[config.mk]
export PLATFORM = sky130hd
export DESIGN_NAME = hdmux_dispatcher
export DESIGN_NICKNAME = d
export VERILOG_FILES = /design/src/rtl/hdmux_dispatcher.sv
export SDC_FILE = /design/constraint.sdc
export NUM_CORES = 1
export LEC_CHECK = 0
export CORE_ASPECT_RATIO = 1.75
export CORE_UTILIZATION = 49
export DETAILED_ROUTE_END_ITERATION = 12
export GPL_TIMING_DRIVEN = 0
export PLACE_DENSITY = 0.95
export SLEW_MARGIN = 10
export SYNTH_ARGS = -nofsm -noshare
export SYNTH_HDL_FRONTEND = slang
export SYNTH_SLANG_ARGS = --single-unit
[constraint.sdc]
create_clock -name clk -period 5.8 [get_ports clk]
set_input_delay 1.16 -clock clk [delete_from_list [all_inputs] [get_ports clk]]
set_output_delay 1.16 -clock clk [all_outputs]
set_load 0.005 [all_outputs]
[src/rtl/hdmux_dispatcher.sv]
// hDMux dispatcher: single-slot holding register steering each accepted word to one of WAYS lanes.
// Optional per-lane saturating delivery counters when HDMUX_DISPATCH_COUNT_EN is defined.
module hdmux_dispatcher #(
  parameter int WIDTH = 16,
  parameter int WAYS  = 4,
  parameter int SEL_W = 2
) (
  input  logic                    clk,
  input  logic                    rst,
  input  logic [WIDTH-1:0]        in_data,
  input  logic [SEL_W-1:0]        in_sel,
  input  logic                    in_valid,
  output logic                    in_ready,
  input  logic                    rr_mode,
  output logic [WAYS*WIDTH-1:0]   out_data,
  output logic [WAYS-1:0]         out_valid,
  input  logic [WAYS-1:0]         out_ready,
  output logic [SEL_W-1:0]        cur_sel,
`ifdef HDMUX_DISPATCH_COUNT_EN
  output logic [WAYS*8-1:0]       deliv_cnt,
`endif
  output logic                    busy
);

  // Handshake: a word moves across an interface on a rising edge where valid and ready
  // are both high; valid never depends on ready, and out_valid/out_data stay frozen while waiting.
  typedef enum logic {EMPTY = 1'b0, FULL = 1'b1} state_t;

  state_t                  state_q;
  logic [WIDTH-1:0]        hold_q;
  logic [SEL_W-1:0]        sel_q;
  logic [SEL_W-1:0]        rr_q;
  logic [WAYS-1:0]         ovalid_q;
  logic [WAYS*WIDTH-1:0]   odata_q;

  logic                    accept;
  logic                    deliver;
  logic [SEL_W-1:0]        lane_d;
  logic [WAYS-1:0]         ovalid_d;
  logic [WAYS*WIDTH-1:0]   odata_d;

  assign in_ready = (state_q == EMPTY) || out_ready[sel_q];
  assign accept   = in_valid && in_ready;
  assign deliver  = (state_q == FULL) && out_ready[sel_q];
  assign lane_d   = rr_mode ? rr_q : in_sel;

  // Pre-decode the lane image of an incoming word so outputs can be registered directly.
  always_comb begin
    ovalid_d = '0;
    odata_d  = '0;
    for (int i = 0; i < WAYS; i++) begin
      if (lane_d == SEL_W'(i)) begin
        ovalid_d[i]                = 1'b1;
        odata_d[i*WIDTH +: WIDTH]  = in_data;
      end
    end
  end

  always_ff @(posedge clk or posedge rst) begin
    if (rst) begin
      state_q  <= EMPTY;
      hold_q   <= '0;
      sel_q    <= '0;
      rr_q     <= '0;
      ovalid_q <= '0;
      odata_q  <= '0;
    end else begin
      case (state_q)
        EMPTY, FULL: begin
          if (accept) begin
            state_q  <= FULL;
            hold_q   <= in_data;
            sel_q    <= lane_d;
            ovalid_q <= ovalid_d;
            odata_q  <= odata_d;
            if (rr_mode) rr_q <= rr_q + 1'b1;
          end else if (deliver) begin
            state_q  <= EMPTY;
            hold_q   <= '0;
            sel_q    <= '0;
            ovalid_q <= '0;
            odata_q  <= '0;
          end
        end
        default: state_q <= EMPTY;
      endcase
    end
  end

  assign out_valid = ovalid_q;
  assign out_data  = odata_q;
  assign cur_sel   = sel_q;
  assign busy      = (state_q == FULL);

`ifdef HDMUX_DISPATCH_COUNT_EN
  logic [WAYS*8-1:0] cnt_q;

  // Counters stick at 255 rather than wrapping.
  always_ff @(posedge clk or posedge rst) begin
    if (rst) begin
      cnt_q <= '0;
    end else begin
      for (int i = 0; i < WAYS; i++) begin
        if (deliver && (sel_q == SEL_W'(i)) && (cnt_q[i*8 +: 8] != 8'hFF))
          cnt_q[i*8 +: 8] <= cnt_q[i*8 +: 8] + 8'd1;
      end
    end
  end

  assign deliv_cnt = cnt_q;
`endif

endmodule

Word-level counts from Yosys, hierarchy flattened

Cells that the tools add are included.

Bits of input ports: 26
Output and inout bits: 72
Register bits after elaboration: 73

Equal/unequal tests: 3
Mux-type cells: 19
Reduce and logical (&&, ||, !) cells: 6
Add/sub/neg operators: 1
Magnitude comparators: 1
Bitwise operators: 1

Operators by type and width:

| operator              | number |
|---|---|
| $mux W64              | 2 |
| $mux W16              | 4 |
| $mux W4               | 2 |
| $mux W1               | 7 |
| $mux W2               | 3 |
| $eq A2 B2 Y1 const B  | 2 |
| $lt A2 B3 Y1 const B  | 1 |
| $add A2 B1 Y2 const B | 1 |
| $bmux W1 S2           | 1 |
| $eq A2 B1 Y1 const B  | 1 |
| $logic_and A1 B1 Y1   | 2 |
| $logic_not A2 Y1      | 1 |
| $reduce_and A2 Y1     | 1 |
| $reduce_bool A2 Y1    | 1 |
| $logic_or A1 B1 Y1    | 1 |
| $not A1 Y1            | 1 |

Longest topological paths before layout

Gate-level depths: netlist of run 1.

Depth in word-level cells: 5
Depth in mapped cells: 7
Gate-level depth less buffers: 3

Worst setup path after synthesis of run 1

Ideal clock, no wire load.

Kind: input to output
From: in out_ready[2]
To: out in_ready
Required time: 4.640 ns
Slack: 2.973 ns
Buffers on the path: 0
Stages on the path: 2
Arrival: 1.667 ns
Path through: mux2i_1 > a22oi_1

Word-level cells in the longest chain between the ends: 3

Ends and longest elaborated chain:

| element                       | RTL line | source |
|---|---|---|
| start: declaration            | 17       | `input logic [WAYS-1:0] out_ready,` |
| $bmux W1 S2                   | 42       | `assign in_ready = (state_q == EMPTY) \|\| out_ready[sel_q];` |
| $mux W1 (not written as such) | 42       |  |
| $logic_or A1 B1 Y1            | 42       |  |
| end: declaration              | 13       | `output logic in_ready,` |

Every way passes these cells. The select of a mux whose other input is x is not followed.

Worst setup path after layout of run 1

Ends and elaborated chain as after synthesis.

==> results of run 1 <==
==> metal layers <==
metal	vias up	part of all wire (%)	track usage, %
met2	152	54	49.7
met4	0	3.6	17.4
met5	-	0	0
li1	1095	-	-
met3	30	6.9	7.85
met1	1305	35	35.6
==> synth_stat cells (2+ instances only) <==
library cell / number / share of area [%]
o2111ai_1: 2 / 0.58
buf_6: 6 / 2.2
a222oi_1: 4 / 1.3
buf_4: 2 / 0.50
nand2b_1: 2 / 0.42
nor2b_1: 3 / 0.62
mux2_2: 4 / 1.5
a32o_1: 65 / 22
dfrtp_1: 73 / 61
nand2_1: 2 / 0.25
or3b_1: 2 / 0.58
nand3b_1: 3 / 0.75
buf_2: 11 / 1.8
nand3_1: 2 / 0.33
and2_1: 2 / 0.42
a22o_1: 4 / 1.2
clkbuf_1: 8 / 1.0
==> critical path: stages <==
cell and delay [ns]:
clkdlybuf4s50_1 0.41, mux2i_1 0.51, a22oi_1 0.25, clkdlybuf4s50_1 0.50
==> layout make-up <==
type | count | area (um2) | share of cell area [%]
sequential | 73 | 1830 | 42.1
buffer | 28 | 171 | 3.95
clock buffer | 11 | 151 | 3.49
multi-input combinational | 110 | 1010 | 23.3
tap | 78 | 97.6 | 2.25
clock inverter | 5 | 77.6 | 1.79
inverter | 1 | 6.26 | 0.144
timing repair buffer | 98 | 998 | 23.0
==> per-stage QoR <==
stage	setup slack (ns)	std cells	total power, mW	hold WS [ns]	cell area, um2
6_report	1.81	404	1.93	0.492	4340
5_1_grt	1.69	404	2.01	0.502	4340
4_1_cts	1.82	404	1.92	0.497	4340
3_5_place_dp	1.84	388	1.46	0.480	4110
3_3_place_gp	1.76	387	1.43	0.474	4080
2_1_floorplan	2.79	212	1.08	0.489	3010
==> flip-flops by register name, summed over array words and instances, names as in the netlist <==
register,cells
out_data,64
out_valid,4
cur_sel,2
rr_q,2
busy,1
==> logic make-up after synthesis <==
family	count (synthesis)	share of synthesized area, %
simple gates	21	4.45
compound gates	82	26.5
xor+xnor	1	0.291
buf+inv	29	5.82
mux	6	2.28
flops	73	60.7
==> power breakdown <==
group          switching [mW]  internal (mW)
Sequential             0.0820          0.626
Clock                   0.189          0.264
Combinational           0.365          0.402
Total                   0.637           1.29
==> worst min path at each step <==
stage | start | end | slack, ns | cells after the start
floorplan | out_data[10] | out_data[10] | 0.49 | 1
global placement | out_data[3] | out_data[3] | 0.47 | 1
detailed placement | out_data[41] | out_data[41] | 0.48 | 1
CTS | out_data[51] | out_data[51] | 0.50 | 1
global route | out_data[51] | out_data[51] | 0.50 | 1
finish | out_data[36] | out_data[36] | 0.49 | 1
==> reports/metrics.yaml, run 1 <==
run_status:
  status: "complete, no violations"
logic_synthesis:
  netlist_instances: 212
  synth.distinct_cells: 34
  synth_nets: 238
  synth-edff-count: 0
  syn-cell-area_um2: 3010
  avgSynthCellArea_um2: 14.2
  ys_warn_count: 0
  ys.flop_type: "dfrtp_1"
  ys_ff_latch: 73
  yosysSeqAreaShare_pct: 60.7
  synthArstFlopShare_pct: 100
finish:
  layout-drive-gt1-share_pct: 13.2
  areaGrowthSynthToFinish_pct: 44.1
  fin_nets: 347
  n_antenna_cell: 0
  utilization_pct: 73.2
  fillers: 422
  layout_commonest_cell: "clkdlybuf4s50_1"
  final_cell_mix: "clkdlybuf4s50_1, dfrtp_1, a32o_1"
critical_path:
  cp_max_fo: 7
  crit_type: "input port to output pin"
  regToRegSetupSlack_ns: 3.79
  end_kind: "output pin"
  reg2reg_from: "cur_sel[1]"
  start_kind: "input port"
  crit_start: "out_ready[2]"
  ff2ff_path_depth: 6
  critical_path_arrival_ns: 2.83
  required_ns: 4.64
  r2r-end: "out_data[53]"
  crit_end: "in_ready"
place:
  hpwlAfterDp_mm: 6.19
  place_congestion: 0.793
  port_buffers: 97
sta:
  fmax_mhz: 251
  finalCritPeriodShare_pct: 68.8
  final_hold_viol_count: 0
  worstMarginPinSlew_ns: 0.612
  min_period_ns: 3.99
  finClkSkew_ns: 0.00975
  slew_headroom_pct: 58.1
  slew_violations: 0
  timing.final.setup_violations: 0
  fin_setup_tns_ns: 0
  rsz0062_at_grt: "no"
clock_tree:
  postCtsSetupBuffers: 0
  htreeDepth: 3
  clockBufferDepth: 2
  clk-insertion-delay-late_ns: 0.36
  cts_hold_buf: 0
  cts_sinks: 73
  cts_tree: "done"
  cts-root-buf: "clkbuf_8"
  cts_resized: 0
  cts_buffers: 9
  path_clk_slew_ns: 0.06
drt:
  route.detailed.drc: 0
  ant_nets: 0
  first_iter_violations: 174
  drt-total-wl_mm: 9.07
  post_drt_wl_per_cell_um: 22.5
  dr.pass1.iters: 6
  dr_total_vias: 2582
  viasPerCell: 6.39
floorplanning:
  rows: 37
  die_h_um: 106
  core_um2: 5930
  die_x_um: 61.3
  pin_count: 98
  start_util_pct: 50.8
  die-area_um2: 6480
global_route:
  grt_pass1_vias: 2553
  grt_antenna_before_repair: 0
  grt_max_degree: 66
  grt.total_usage_pct: 30.8
  grt_pass1_wl_mm: 13.9
  grt_overflow_total: 0
min_path:
  hold_class: "flop to flop"
pwr:
  power_leakage_nw: 1.81
  peakVddDrop_v: 0.000334
  power_density_nw_per_um2: 445
run:
  max-cap-violations: 0
Power figures use the tool's default switching activity.
==> run 2: changes to the inputs <==
Settings changed: CORE_UTILIZATION 49 to 46, PLACE_DENSITY 0.95 to 0.91.
Clock period 5.8 ns to 4.15 ns, I/O delays scaled along.
==> run 2 against run 1 <==
Combinational power grew 38%. Hold slack is essentially flat. First-iteration DRC count shrank 3.4%. Global-route usage shrank 4.5 points. Routed wire length shrank 5.9%. Largest power group unchanged. Highest routed layer unchanged.
==> reports/metrics.yaml, run 2 (synthesized netlist as in run 1, its figures left out) <==
critical_path:
  cpMostUsedCell: "clkdlybuf4s50_1"
  start_kind: "input port"
  cp_max_fo: 7  # unchanged
  crit_type: "input port to output pin"
  path_cells: "clkdlybuf4s50_1 > mux2i_1 > a22oi_1 > clkdlybuf4s50_1"
  required_ns: 3.32  # -1.32 ns
  max_stage_delay_ns: 0.51  # about the same
  regToRegSetupSlack_ns: 2.15  # -1.64 ns
  critPathSlowestCell: "clkdlybuf4s50_1"
  critical_path_arrival_ns: 2.52  # -0.31 ns
  end_kind: "output pin"
min_path:
  hold_class: "flop to flop"
clock_tree:
  cts_resized: 0  # unchanged
  cts_tree: "done"
  path_clk_slew_ns: 0.07  # about the same
  cts-root-buf: "clkbuf_8"
  postCtsSetupBuffers: 0  # unchanged
  cts_buffers: 9  # unchanged
  htreeDepth: 3  # unchanged
  cts_hold_buf: 0  # unchanged
  clockBufferDepth: 2  # unchanged
  cts_sinks: 73  # unchanged
  clk-insertion-delay-late_ns: 0.35  # about the same
drt:
  drt-total-wl_mm: 8.54  # -5.9%
  route.detailed.drc: 0  # unchanged
  dr.pass1.iters: 6  # unchanged
  first_iter_violations: 168  # -3.4%
  viasPerCell: 6.27  # -2.0%
  post_drt_wl_per_cell_um: 21.0  # -6.3%
  dr_total_vias: 2544  # -1.5%
  ant_nets: 0  # unchanged
floorplanning:
  core_um2: 6280  # +5.9%
  die_x_um: 63.2  # +3.1%
  rows: 38  # +2.7%
  start_util_pct: 48.0  # -2.8 points
  pin_count: 98  # unchanged
  die_h_um: 109  # +3.2%
  die-area_um2: 6890  # +6.3%
global_route:
  grt_overflow_total: 0  # unchanged
  grt_pass1_wl_mm: 13.1  # -5.5%
  grt_pass1_vias: 2441  # -4.4%
  grt_max_degree: 66  # unchanged
  grt_antenna_before_repair: 0  # unchanged
  grt.total_usage_pct: 26.2  # -4.5 points
finish:
  layout_commonest_cell: "clkdlybuf4s50_1"
  layout-drive-gt1-share_pct: 13.2  # unchanged
  instances_no_fill: 406  # +0.50%
  final_cell_mix: "clkdlybuf4s50_1, dfrtp_1, a32o_1"
  fin_nets: 347  # unchanged
  areaGrowthSynthToFinish_pct: 45.7
  n_antenna_cell: 0  # unchanged
  fillers: 446  # +5.7%
  largest_reg_flops: 64  # unchanged
pwr:
  power_leakage_nw: 1.84  # +1.3%
  pwr-share-clk_pct: 26.8  # +3.3 points
  p_sw_uw: 866  # +36%
  p_int_mw: 1.93  # +49%
  p_seq_share_pct: 35.4  # -1.3 points
  comb_power_share_pct: 37.8  # -2.0 points
  p_total_mw: 2.80  # +45%
  swShare_pct: 31.0  # -2.0 points
  power_density_nw_per_um2: 637  # +43%
  peakVddDrop_v: 0.000348  # +4.2%
run:
  max-cap-violations: 0  # unchanged
sta:
  timing.final.setup_violations: 0  # unchanged
  finClkSkew_ns: 0.00652  # -0.00323 ns
  slew_headroom_pct: 58.6  # +0.58 points
  worstMarginPinSlew_ns: 0.603  # -0.00839 ns
  min_period_ns: 3.35
  final_hold_viol_count: 0  # unchanged
  fmax_mhz: 298
  slew_violations: 0  # unchanged
  rsz0062_at_grt: "no"
  finalCritPeriodShare_pct: 80.8
  fin_setup_tns_ns: 0  # unchanged
place:
  port_buffers: 97  # unchanged
  place_congestion: 0.837  # +5.6%
  dpl.cell_count: 390  # +0.52%
  hpwlAfterDp_mm: 6.11  # -1.3%
run_status:
  status: "complete, no violations"
run 2: final timing paths:
check / from / end / depth (start not counted)
setup reg to reg: cur_sel[1] / out_data[51] / 6
hold / removal: out_data[38] / out_data[38] / 1
hold reg to reg: out_data[38] / out_data[38] / 1
max in group asynchronous: rst / out_data[22] / 3
setup / recovery: out_ready[2] / in_ready / 4
min in group asynchronous: rst / out_data[19] / 2
run 2: power by group through the flow:
stage	sequential (mW)	clock [mW]	combinational (mW)
after floorplan	0.994	0	0.515
after global placement	0.992	0	1.01
after detailed placement	0.998	0	1.05
after CTS	0.986	0.757	1.06
after global routing	1.01	0.785	1.12
final	0.988	0.749	1.06
run 2: worst max-delay path, delay by kind of cell:
kind | cells | cell delay (ns)
multiplexers | 1 | 0.50
buffers and inverters | 2 | 0.93
AO/OA/AOI/OAI | 1 | 0.26
run 2: layer usage:
layer / share of wire (%) / GRT usage (%) / wire length [um] / up-vias
met3: 4.8 / 5.86 / 410 / 32
li1: - / - / - / 1100
met1: 36 / 28.6 / 3090 / 1290
met2: 54 / 45.2 / 4600 / 122
met4: 5.1 / 17.4 / 434 / 0
met5: 0 / 0 / 0 / -
run 2: cell type report:
class / instances / area [um2] / area share [%]
inverters: 1 / 6.26 / 0.143
repair buffers: 98 / 998 / 22.7
clock inverters: 5 / 125 / 2.85
plain buffers: 28 / 171 / 3.91
well taps: 80 / 100 / 2.28
flip-flops and latches: 73 / 1830 / 41.6
multi-input cells: 110 / 1010 / 23.0
clock buffers: 11 / 151 / 3.45
run 2: through the flow:
step,util (%),worst slack [ns],hold slack [ns],area [um2]
4_1_cts,69.9,0.828,0.495,4390
3_5_place_dp,65.5,0.840,0.480,4110
3_3_place_gp,65.1,0.433,0.473,4080
2_1_floorplan,-,1.47,0.489,3010
5_1_grt,69.9,0.733,0.509,4390
6_report,69.9,0.797,0.492,4390
==> run 3: changes to the inputs <==
Settings changed: CORE_UTILIZATION 46 to 41, PLACE_DENSITY 0.91 to 0.86.
Clock period 4.15 ns to 2.84 ns, I/O delays scaled along.
==> run 3 against run 2 <==
Via count increased by 0.90%. Core utilization shrank 8.6 points. Critical path depth stayed put. Largest power group unchanged. Highest routed layer unchanged.
==> reports/metrics.yaml, run 3 (synthesized netlist as in run 1, its figures left out) <==
clock_tree:
  cts_sinks: 73  # unchanged
  clockBufferDepth: 2  # unchanged
  path_clk_slew_ns: 0.05  # -0.02 ns
  htreeDepth: 3  # unchanged
  clk-insertion-delay-late_ns: 0.33  # -0.02 ns
  cts_buffers: 9  # unchanged
  cts-root-buf: "clkbuf_16"
  cts_tree: "done"
  postCtsSetupBuffers: 0  # unchanged
pwr:
  pwr-share-clk_pct: 25.5  # -1.3 points
  p_seq_share_pct: 36.0  # +0.6 points
  power_leakage_nw: 1.84  # about the same
  p_sw_mw: 1.30  # +50%
  comb_power_share_pct: 38.5  # +0.7 points
  power_density_nw_per_um2: 918  # +44%
  swShare_pct: 32.1  # +1.1 points
  p_int_mw: 2.74  # +42%
  peakVddDrop_v: 0.000456  # +31%
floorplanning:
  pin_count: 98  # unchanged
  core_um2: 7180  # +14%
  die-area_um2: 7710  # +12%
  die_x_um: 66.8  # +5.7%
  rows: 41  # +7.9%
  die_h_um: 115  # +5.8%
  start_util_pct: 41.9  # -6.1 points
place:
  port_buffers: 97  # unchanged
  place_congestion: 0.831  # -0.74%
  hpwlAfterDp_mm: 6.37  # +4.3%
  dpl.cell_count: 396  # +1.5%
sta:
  rsz0062_at_grt: "no"
  slew_violations: 0  # unchanged
  fmax_mhz: 372
  final_hold_viol_count: 0  # unchanged
  min_period_ns: 2.69
  timing.final.setup_violations: 0  # unchanged
  slew_headroom_pct: 61.8  # +3.2 points
  finalCritPeriodShare_pct: 94.7
  finClkSkew_ns: 0.00390  # -0.00262 ns
  hold_slack_ns: 0.485  # -0.00631 ns
  worstMarginPinSlew_ns: 0.572  # -0.0309 ns
critical_path:
  start_kind: "input port"
  required_ns: 2.27  # -1.05 ns
  end_kind: "output pin"
  cp_max_fo: 8  # +1
  ff2ff_path_depth: 6  # unchanged
  crit_start: "out_ready[3]"
  critical_path_arrival_ns: 2.12  # -0.40 ns
  crit_type: "input port to output pin"
  reg2reg_from: "cur_sel[1]"
finish:
  fin_nets: 347  # unchanged
  instances_no_fill: 412  # +1.5%
  areaGrowthSynthToFinish_pct: 46.2
  layout-drive-gt1-share_pct: 13.2  # unchanged
  layout_commonest_cell: "clkdlybuf4s50_1"
  utilization_pct: 61.3  # -8.6 points
  largest_reg_flops: 64  # unchanged
  fillers: 555  # +24%
  n_antenna_cell: 0  # unchanged
  final_cell_mix: "clkdlybuf4s50_1, dfrtp_1, a32o_1"
drt:
  dr_total_vias: 2567  # +0.90%
  viasPerCell: 6.23  # -0.57%
  wl_met1_mm: 3.01  # -2.8%
  first_iter_violations: 230  # +37%
  wl_met3_um: 412  # +0.49%
  ant_nets: 0  # unchanged
  post_drt_wl_per_cell_um: 21.1  # +0.49%
  route.detailed.drc: 0  # unchanged
  drt-total-wl_mm: 8.71  # +2.0%
  dr.pass1.iters: 5  # -1
  met2_length_mm: 4.92  # +6.8%
  top_layer: "met4"
min_path:
  hold_class: "input port to asynchronous set/reset pin"
global_route:
  grt_max_degree: 65  # -1.5%
  grt.total_usage_pct: 24.4  # -1.8 points
  grt_pass1_wl_mm: 13.5  # +3.2%
  grt_overflow_total: 0  # unchanged
  grt_pass1_vias: 2573  # +5.4%
  grt_antenna_before_repair: 0  # unchanged
run_status:
  status: "complete, no violations"
run:
  max-cap-violations: 0  # unchanged
==> run 3: cell count changes in the layout (fill, tap and decap cells not counted) <==
cell / before / now
mux2i_1: 1 / 0
a22oi_2: 0 / 1
clkbuf_8: 11 / 2
a22oi_1: 1 / 0
clkinv_2: 1 / 3
mux2i_2: 1 / 2
clkbuf_1: 8 / 10
clkbuf_16: 0 / 9
bufinv_16: 4 / 0
==> run 3: worst max-delay path, stage by stage <==
cell             delay [ns]
clkdlybuf4s50_1        0.43
mux2i_2                0.42
a22oi_2                0.21
clkdlybuf4s50_1        0.49
==> run 3: area by class of cell <==
| cell class | instances | area, um2 | share of cell area (%) |
|---|---|---|---|
| Timing Repair Buffer | 98 | 998 | 22.7 |
| Multi-Input combinational cell | 110 | 1020 | 23.1 |
| Buffer | 28 | 171 | 3.89 |
| Clock buffer | 13 | 260 | 5.91 |
| Tap cell | 86 | 108 | 2.44 |
| Sequential cell | 73 | 1830 | 41.5 |
| Inverter | 1 | 6.26 | 0.142 |
| Clock inverter | 3 | 15.0 | 0.341 |
==> run 3: per-layer routing <==
| metal | vias to the layer above | global-route usage (%) |
|---|---|---|
| met3 | 30 | 4.86 |
| met4 | 0 | 16.2 |
| met1 | 1322 | 25.8 |
| li1 | 1100 | - |
| met5 | - | 0 |
| met2 | 115 | 42.6 |
==> run 3: power by group through the flow <==
| stage | combinational (mW) | sequential, mW | clock, mW |
|---|---|---|---|
| finish | 1.55 | 1.46 | 1.03 |
| global route | 1.66 | 1.48 | 1.08 |
| CTS | 1.54 | 1.45 | 1.04 |
| detailed placement | 1.53 | 1.47 | 0 |
| global placement | 1.48 | 1.45 | 0 |
| floorplan | 0.752 | 1.45 | 0 |
==> run 3: final timing paths <==
check                           slack, ns           end
worst max-delay path                 0.15      in_ready
worst min-delay path                 0.49  out_data[62]
worst max register to register       0.91  out_data[22]
worst min register to register       0.49   out_data[3]
max in group asynchronous            1.82   out_data[8]
min in group clk                     0.49   out_data[3]
==> run 3: repair_timing <==
action | 4_1_cts | 5_1_grt
hold buffers | 0 | 0
resized for setup | 0 | 2
setup endpoints to repair | 0 | 1
==> run 3: metrics by stage <==
stage	setup TNS [ns]	area (um2)	worst slack [ns]	total power, mW
floorplan	0	3010	0.419	2.20
global placement	-43.75	4090	-0.604	2.93
detailed placement	0	4120	0.0781	3.00
CTS	0	4400	0.0648	4.03
global route	0	4400	0.0931	4.22
finish	0	4400	0.151	4.04
